## src/rtl/ula_74181.sv

```systemverilog
// ula_74181: registered 4-bit ALU implementing the 74181 function set with
// active-high data. Sixteen logic functions (m=1) and sixteen arithmetic
// functions (m=0) are selected by s; all results are captured on rising clk.
//
// Ports:
//   clk    - system clock, rising-edge active
//   rst_n  - asynchronous active-low reset, clears all outputs immediately
//   a, b   - 4-bit operands
//   s      - function select S3..S0
//   m      - mode: 0 = arithmetic, 1 = logic
//   c_in   - carry-in, active-high (adds one in arithmetic mode)
//   f      - registered result
//   a_eq_b - registered flag, set when the result is all ones
//   c_out  - registered carry-out, active-high (0 in logic mode)
module ula_74181 (
    input  logic       clk,
    input  logic       rst_n,
    input  logic [3:0] a,
    input  logic [3:0] b,
    input  logic [3:0] s,
    input  logic       m,
    input  logic       c_in,
    output logic [3:0] f,
    output logic       a_eq_b,
    output logic       c_out
);

    localparam int unsigned W = 4;

    logic [W-1:0] x_c;
    logic [W-1:0] y_c;
    logic [W:0]   carry_c;
    logic [W-1:0] f_d;
    logic         c_out_d;
    logic         a_eq_b_d;
    logic [W-1:0] f_q;
    logic         c_out_q;
    logic         a_eq_b_q;

    // Per-bit function terms. Y is always a subset of X (both contain a),
    // so X acts as the propagate term and Y as the generate term of X+Y.
    always_comb begin
        x_c = a | (b & {W{s[0]}}) | (~b & {W{s[1]}});
        y_c = (a & ~b & {W{s[2]}}) | (a & b & {W{s[3]}});
    end

    // Flat carry-lookahead over the four bits: c[i+1] = Y[i] | X[i]&c[i].
    always_comb begin
        carry_c    = '0;
        carry_c[0] = c_in;
        carry_c[1] = y_c[0]
                   | (x_c[0] & c_in);
        carry_c[2] = y_c[1]
                   | (x_c[1] & y_c[0])
                   | (x_c[1] & x_c[0] & c_in);
        carry_c[3] = y_c[2]
                   | (x_c[2] & y_c[1])
                   | (x_c[2] & x_c[1] & y_c[0])
                   | (x_c[2] & x_c[1] & x_c[0] & c_in);
        carry_c[4] = y_c[3]
                   | (x_c[3] & y_c[2])
                   | (x_c[3] & x_c[2] & y_c[1])
                   | (x_c[3] & x_c[2] & x_c[1] & y_c[0])
                   | (x_c[3] & x_c[2] & x_c[1] & x_c[0] & c_in);
    end

    // Logic mode behaves like every internal carry forced high, which turns
    // the sum bit X^Y^c into ~(X^Y) and ignores c_in.
    always_comb begin
        f_d      = '0;
        c_out_d  = 1'b0;
        a_eq_b_d = 1'b0;
        for (int unsigned i = 0; i < W; i++) begin
            f_d[i] = x_c[i] ^ y_c[i] ^ (m | carry_c[i]);
        end
        c_out_d  = ~m & carry_c[W];
        a_eq_b_d = &f_d;
    end

    // Output registers.
    always_ff @(posedge clk or negedge rst_n) begin
        if (!rst_n) begin
            f_q      <= '0;
            c_out_q  <= 1'b0;
            a_eq_b_q <= 1'b0;
        end else begin
            f_q      <= f_d;
            c_out_q  <= c_out_d;
            a_eq_b_q <= a_eq_b_d;
        end
    end

    assign f      = f_q;
    assign c_out  = c_out_q;
    assign a_eq_b = a_eq_b_q;

endmodule

```

## config.mk

```make
export PLATFORM = sky130hd
export DESIGN_NAME = ula_74181
export DESIGN_NICKNAME = d
export VERILOG_FILES = /design/src/rtl/ula_74181.sv
export SDC_FILE = /design/constraint.sdc
export NUM_CORES = 1
export LEC_CHECK = 0
export ABC_AREA = 1
export ABC_CLOCK_PERIOD_IN_PS = 800
export BUFFER_PORTS_ARGS = -buffer_cell sky130_fd_sc_hd__buf_2
export CAP_MARGIN = 20
export CORE_AREA = 4 4 41 43
export CTS_BUF_LIST = sky130_fd_sc_hd__clkbuf_4 sky130_fd_sc_hd__clkbuf_8
export DETAILED_ROUTE_END_ITERATION = 10
export DIE_AREA = 0 0 45 47
export GPL_TIMING_DRIVEN = 0
export PLACE_DENSITY = 0.68
export SLEW_MARGIN = 30
export SYNTH_ARGS = -nofsm -noshare
export SYNTH_HDL_FRONTEND = slang
export SYNTH_SLANG_ARGS = --single-unit
export TNS_END_PERCENT = 20
```

## constraint.sdc

```tcl
create_clock -name clk -period 0.8 [get_ports clk]
set_clock_uncertainty 0.05 [all_clocks]
set_input_delay 0.12 -clock clk [delete_from_list [all_inputs] [get_ports clk]]
set_output_delay 0.12 -clock clk [all_outputs]
set_load 0.005 [all_outputs]
```

==> results of run 1 <==
-- sequential cells by signal (all words and copies together), names as in the netlist --
| register | count |
|---|---|
| c_out | 1 |
| f | 4 |
| a_eq_b | 1 |
-- cell usage in the layout, fill, tap and decap left out --
cell           netlist  routed
a21oi_1              2       1
buf_2                0      16
xnor2_2              0       1
nand3_2              3       5
inv_2                2       2
o211ai_1             2       2
buf_6                0       4
buf_4                0       3
nand2_1             26      20
buf_8                0       1
dlygate4sd3_1        0       1
nor2_2               3       1
nand4_1              1       1
inv_1               13      12
nand3b_4             0       1
a21oi_2              0       1
nand3b_1             1       1
nand3_1              6       4
nor2_4               0       2
o21ai_0              1       1
nand2_2              7      13
nor2_1               2       2
inv_4                0       1
dfrtp_1              6       6
clkbuf_4             0       3
-- cell families after synthesis --
kind of cell / synth area share
AND/OR/NAND/NOR: 0.5076
AO/OA/AOI/OAI: 0.06028
XOR/XNOR: 0.01759
flip-flops: 0.3015
buffers and inverters: 0.1131
-- power breakdown --
group,internal [mW],switching [mW]
logic,0.190,0.211
registers,0.341,0.00739
clock network,0.169,0.0963
-- layer usage --
| layer | track usage | wire (µm) |
|---|---|---|
| met5 | 0 | 0 |
| met4 | 0.07018 | 0 |
| met3 | 0.02299 | 107 |
| met2 | 0.2090 | 601 |
| met1 | 0.1124 | 381 |
-- repair_timing --
action | 4_1_cts | 5_1_grt
pin swaps | 1 | 18
hold buffers | 1 | 0
setup endpoints to repair | 9 | 10
buffers inserted | 0 | 3
endpoints found under the hold margin | 6 | 0
gates resized for setup | 2 | 22
-- stage by stage --
step                area [µm²]  TNS (ps)  std cells
floorplan                498.0    -219.7         77
global placement         621.8     -1321        113
detailed placement       621.8     -1429        113
CTS                      663.1    -593.8        117
global route             769.5     -1080        120
finish                   769.5    -596.7        120
-- worst paths after layout --
path,end,from
setup / recovery,a_eq_b,a_eq_b$_DFF_PN0_
hold / removal,c_out$_DFF_PN0_,m
max in group asynchronous,f[2]$_DFF_PN0_,rst_n
min in group asynchronous,f[1]$_DFF_PN0_,rst_n
-- cell type report --
| class | instances | area share |
|---|---|---|
| clock buffers | 3 | 0.02927 |
| multi-input cells | 56 | 0.4504 |
| repair buffers | 25 | 0.2244 |
| inverters | 15 | 0.07642 |
| flip-flops and latches | 6 | 0.1951 |
| well taps | 15 | 0.02439 |
==> flow_summary.yaml, run 1 <==
run_status:
  status: "finished with violations"
  violations: "negative setup slack"
cts:
  cts_buffers: 3
  clock-sinks: 6
  h-tree-depth: 1
  cts_buffer_depth: 2
  clockRootBuffer: "clkbuf_4"
  clk_pin_slew_worst_paths_ps: 40
  cts_tree: "built"
power:
  peakVddDrop_mv: 0.4968
  total_power_mw: 1.015
  p_leak_nw: 0.4424
  powerDensity_nw_per_um2: 1319
sta:
  layout_min_cycle_time_ps: 881.7
  finalHoldViolations: 0
  period_share: 1.102
  rsz0062_at_grt: "true"
  fmax_mhz: 1134
  tightest_slew_ps: 253.3
  setup_viol: 9
  max_slew_margin: 0.8304
  worst_hold_slack_ps: 74.27
  slew_viol_final: 0
  setup_ws_ps: -81.73
worst_setup_path:
  crit_type: "reg -> out"
  crit_path_max_incr_delay_ps: 350
  end_kind: "output pin"
  path_depth: 1
  required_ps: 630
  arrival_ps: 710
  crit_chain: "buf_2"
  cpLargestDelayFamily: "flip-flops"
  cp_slowest_cell: "dfrtp_1"
  critPathMaxFanout: 1
  cp-start-kind: "flop"
  critPathBufInv: 1
finish:
  post-route-util: 0.5913
  areaGrowthSynthToFinish_pct: 54.52
  final_nets: 123
  drive_gt1_frac: 0.5143
  antenna-diode-count: 0
  fillers: 127
  multi_input_area_um2: 346.6
  regArea_um2: 150.1
synth:
  yosysTopAreaCell: "dfrtp_1"
  syn_area_um2: 498.0
  yosys_warnings: 0
  synth_cells: 77
  synth_top_area_frac: 0.3015
  synth_edf_count: 0
  synth_cell_type_count: 16
  yosysMostFrequentCell: "nand2_1"
  synth-async-reset-ratio: 1.000
  ys.flop_type: "dfrtp_1"
  synth_nets: 93
  synth_top_cells_by_count: "26 x nand2_1, 13 x inv_1, 7 x nand2_2"
  ys_ff_latch: 6
  synth_area_leaders: "dfrtp_1 30%, nand2_1 20%, inv_1 9.8%"
  synth_area_per_cell_um2: 6.467
  seq_area_frac_synth: 0.3015
global_routing:
  grt_start_max_net_pins: 7
  grt_pass1_wl_mm: 1.738
  first_global_vias: 473
  grt_antenna_before_repair: 0
  grt_overflow: 0
  grt_use_total: 0.1117
route:
  routed_wl_mm: 1.090
  routed-via-count: 572
  drc: 0
  first_pass_iters: 3
  drtIter0Drc: 3
  vias_per_cell: 4.767
  final_antenna_net_count: 0
  routedWlPerCell_um: 9.083
floorplanning:
  die_h_um: 47
  rows: 13
  core_area_um2: 1301
  io_pins: 22
  chipWidth_um: 45
  dieArea_um2: 2115
  start_util: 0.3827
min_path:
  hold_path_class: "in -> reg"
  hold_depth: 2
placed_design:
  io_buffers: 21
  hpwlAfterDp_um: 931.5
  gp_congestion: 0.7233
  pre_cts_ws_ps: -316.7
run:
  cap_violations: 0
(Power assumes the default switching activity.)
==> inputs of run 2 (changes only) <==
RECOVER_POWER = 25   (was default)
==> run 2 against run 1 <==
  * The run still ends with negative setup slack left
  * Clock power about the same
  * Wire length down 0.18%
  * Combinational power is essentially flat
==> flow_summary.yaml, run 2 (synthesis results as in run 1) <==
power:
  pwr-share-seq: 0.344
  p_leak_nw: 0.4397
  p_sw_frac: 0.3103
  total_power_mw: 1.014
  clockPowerShare: 0.262
  combPwrFrac: 0.395
  peakVddDrop_mv: 0.4967
  p_switching_mw: 0.3147
  powerDensity_nw_per_um2: 1320
  p_int_mw: 0.6993
run_status:
  status: "finished with violations"
  violations: "negative setup slack"
global_routing:
  grt_antenna_before_repair: 0
  grt_use_total: 0.1117
  first_global_vias: 473
  grt_overflow: 0
  grt_start_max_net_pins: 7
  grt_pass1_wl_mm: 1.738
placed_design:
  io_buffers: 21
  dpl.cell_count: 113
  placed_area_um2: 621.8
  hpwlAfterDp_um: 931.5
  gp_congestion: 0.7233
worst_setup_path:
  arrival_ps: 710
  critPathBufInv: 1
  crit_path_max_incr_delay_ps: 350
  crit_chain: "buf_2"
  end_kind: "output pin"
  required_ps: 630
  crit_start: "a_eq_b$_DFF_PN0_"
  cpLargestDelayFamily: "flip-flops"
  crit_type: "reg -> out"
  cp_slowest_cell: "dfrtp_1"
  cp-start-kind: "flop"
  critPathMaxFanout: 1
finish:
  antenna-diode-count: 0
  areaGrowthSynthToFinish_pct: 54.27
  drive_gt1_frac: 0.5048
  largest_reg_flops: 4
  fin_cells: 120
  post-route-util: 0.5904
  final_common_cell: "nand2_1"
  final_nets: 123
  layout.cells.most_common_list: "20 x nand2_1, 15 x buf_2, 13 x nand2_2"
  fin_area_um2: 768.2
cts:
  cts_tree: "built"
  cts_buffers: 3
  clk_pin_slew_worst_paths_ps: 40
  clock-sinks: 6
  h-tree-depth: 1
  clockRootBuffer: "clkbuf_4"
  cts_buffer_depth: 2
sta:
  setup_ws_ps: -81.73
  finalHoldViolations: 0
  finalSetupTns_ps: -596.7
  slew_viol_final: 0
  rsz0062_at_grt: "true"
  layout_min_cycle_time_ps: 881.7
  max_slew_margin: 0.7884
  tightest_slew_ps: 317.4
  period_share: 1.102
  fmax_mhz: 1134
  setup_viol: 9
min_path:
  worstHoldStart: "m"
  hold_path_class: "in -> reg"
  hold_depth: 2
  hold_end: "c_out$_DFF_PN0_"
floorplanning:
  io_pins: 22
  dieArea_um2: 2115
  rows: 13
  core_area_um2: 1301
  die_h_um: 47
  chipWidth_um: 45
  start_util: 0.3827
route:
  vias_per_cell: 4.767
  first_pass_iters: 3
  drc: 0
  final_antenna_net_count: 0
  drtIter0Drc: 3
  routed_wl_mm: 1.088
  routedWlPerCell_um: 9.067
  routed-via-count: 572
run:
  cap_violations: 0
run 2: repair_timing:
item                                   in CTS  in global routing
hold buffers                                1                  0
setup endpoints to repair                   9                 10
buffers inserted                            0                  3
endpoints found under the hold margin       6                  0
pin swaps                                   1                 18
gates resized for setup                     2                 22
run 2: metal layers:
layer,GRT usage,share of wire,vias to the layer above
met5,0,0,-
met4,0.07018,0,0
met3,0.02299,0.098,0
met2,0.2090,0.55,20
met1,0.1124,0.35,252
li1,-,-,300
run 2: per-stage QoR:
stage / hold slack [ps] / worst slack (ps)
detailed placement: -102.9 / -316.7
finish: 74.27 / -81.73
global placement: -107.8 / -287.5
global route: 89.50 / -142.3
CTS: 53.34 / -94.76
floorplan: -225.6 / -86.50
run 2: power groups by stage:
stage	logic [mW]	registers (mW)	clock network (mW)
after floorplan	0.181	0.361	0
after global placement	0.303	0.351	0
after detailed placement	0.312	0.354	0
after CTS	0.322	0.349	0.277
after global routing	0.446	0.351	0.286
final	0.400	0.349	0.265
run 2: cell type report:
class,instances,area (µm²)
flip-flops and latches,6,150.1
clock buffers,3,22.52
multi-input cells,56,346.6
repair buffers,25,171.4
well taps,15,18.77
fillers,128,533.0
inverters,15,58.81
run 2: how the worst max path moves through the flow:
stage	depth (start not counted)	endpoint	slack [ps]
finish	1	a_eq_b	-80
CTS	1	f[1]	-90
detailed placement	7	a_eq_b$_DFF_PN0_	-320
global placement	9	a_eq_b$_DFF_PN0_	-290
global route	10	f[2]$_DFF_PN0_	-140
floorplan	10	a_eq_b$_DFF_PN0_	-90
==> inputs of run 3 (changes only) <==
ABC_CLOCK_PERIOD_IN_PS = default   (was 800)
CAP_MARGIN = 15   (was 20)
CELL_PAD_IN_SITES_DETAIL_PLACEMENT = 1   (was default)
CELL_PAD_IN_SITES_GLOBAL_PLACEMENT = 2   (was default)
CORE_AREA = default   (was 4 4 41 43)
CORE_MARGIN = 4   (was default)
CORE_UTILIZATION = 21   (was default)
DIE_AREA = default   (was 0 0 45 47)
PLACE_DENSITY = default   (was 0.68)
PLACE_DENSITY_LB_ADDON = 0.1   (was default)
==> run 3 against run 2 <==
  * The flow still finishes with violations (negative setup slack)
  * Die area is 52% higher
  * First-iteration DRC count increased by 67%
  * Critical path depth unchanged
  * Final area decreased by 6.7%
  * Combinational power decreased by 13%
  * Total power fell by 4.8%
  * Sequential cell count stayed put
==> flow_summary.yaml, run 3 (synthesis results as in run 1) <==
min_path:
  hold_path_class: "in -> reg"
  hold_depth: 2
  worstHoldStart: "m"
  hold_end: "c_out$_DFF_PN0_"
sta:
  period_share: 1.097
  rsz0062_at_grt: "true"
  setup_ws_ps: -77.73
  setup_viol: 8
  finalHoldViolations: 0
  max_slew_margin: 0.7978
  fmax_mhz: 1139
  slew_viol_final: 0
  worst_hold_slack_ps: 58.30
  tightest_slew_ps: 303.2
  layout_min_cycle_time_ps: 877.7
global_routing:
  grt_pass1_wl_mm: 2.166
  grt_use_total: 0.08483
  grt_overflow: 0
  grt_start_max_net_pins: 7
  first_global_vias: 545
  grt_antenna_before_repair: 0
floorplanning:
  core_area_um2: 2233
  io_pins: 22
  die_h_um: 56.70
  start_util: 0.2230
  rows: 17
  chipWidth_um: 56.70
  dieArea_um2: 3214
cts:
  clockRootBuffer: "clkbuf_4"
  clock-sinks: 6
  cts_buffers: 3
  clk_pin_slew_worst_paths_ps: 40
  cts_tree: "built"
  cts_buffer_depth: 2
  h-tree-depth: 1
placed_design:
  io_buffers: 21
  pre_cts_ws_ps: -348.2
  gp_congestion: 0.6716
  placed_area_um2: 638.1
  hpwlAfterDp_mm: 1.148
finish:
  fin_area_um2: 716.9
  largest_reg_flops: 4
  areaGrowthSynthToFinish_pct: 43.97
  drive_gt1_frac: 0.4466
  layout.cells.most_common_list: "23 x nand2_1, 18 x buf_2, 13 x inv_1"
  final_common_cell: "nand2_1"
  final_nets: 121
  antenna-diode-count: 0
worst_setup_path:
  critPathBufInv: 1
  crit_type: "reg -> out"
  arrival_ps: 710
  cpLargestDelayFamily: "flip-flops"
  required_ps: 630
  end_kind: "output pin"
  critPathMaxFanout: 1
  cp-start-kind: "flop"
  crit_chain: "buf_2"
  cp_slowest_cell: "dfrtp_1"
  crit_path_max_incr_delay_ps: 350
route:
  routedWlPerCell_um: 9.580
  routed_wl_mm: 1.255
  routed-via-count: 560
  drc: 0
  final_antenna_net_count: 0
  drtIter0Drc: 5
  vias_per_cell: 4.275
  first_pass_iters: 2
power:
  peakVddDrop_mv: 0.5505
  p_leak_nw: 0.4142
  powerDensity_nw_per_um2: 1346
run_status:
  status: "finished with violations"
  violations: "negative setup slack"
run:
  cap_violations: 0
run 3: cell types whose count changed in the layout (fill, tap and decap cells not counted), moves of 2 or more:
cell / change
buf_2: +3
buf_4: -2
buf_6: -3
nand2_1: +3
nand2_2: -3
nor2_2: +2
nor2_4: -2
run 3: repair_timing:
| item | in CTS | in global routing |
|---|---|---|
| endpoints found under the setup margin | 9 | 11 |
| hold endpoints to repair | 6 | 0 |
| buffers inserted | 0 | 1 |
| hold buffers | 1 | 0 |
| resized for setup | 3 | 7 |
| pin swaps | 1 | 5 |
run 3: worst max path at each step:
| stage | start | cells after the start | to |
|---|---|---|---|
| after detailed placement | s[2] | 10 | f[3]$_DFF_PN0_ |
| after global placement | s[2] | 10 | a_eq_b$_DFF_PN0_ |
| final | c_out$_DFF_PN0_ | 1 | c_out |
| after CTS | c_out$_DFF_PN0_ | 1 | c_out |
| after global routing | s[3] | 9 | a_eq_b$_DFF_PN0_ |
| after floorplan | b[0] | 10 | a_eq_b$_DFF_PN0_ |
run 3: stage by stage:
| stage | std cells | setup TNS (ps) | total power, mW | util |
|---|---|---|---|---|
| after floorplan | 77 | -219.7 | 0.5416 | - |
| after global placement | 126 | -1594 | 0.6688 | 0.2857 |
| after detailed placement | 126 | -1649 | 0.6759 | 0.2857 |
| after CTS | 130 | -647.6 | 0.9701 | 0.3076 |
| after global routing | 131 | -1137 | 1.051 | 0.3210 |
| final | 131 | -524.0 | 0.9651 | 0.3210 |
run 3: cell type report:
type | count | area, µm²
Clock buffer | 3 | 22.52
Fill cell | 303 | 1516
Inverter | 15 | 56.30
Multi-Input combinational cell | 56 | 315.3
Sequential cell | 6 | 150.1
Tap cell | 28 | 35.03
Timing Repair Buffer | 23 | 137.6
run 3: where the power goes:
group / total, mW / internal, mW / switching [mW]
clock: 0.267 / 0.169 / 0.0985
combinational: 0.350 / 0.154 / 0.196
sequential: 0.348 / 0.341 / 0.00682
run 3: layer usage:
metal	wire [µm]	GRT usage
met1	492	0.1000
met2	652	0.1419
met3	86	0.01379
met4	23	0.05085
met5	0	0
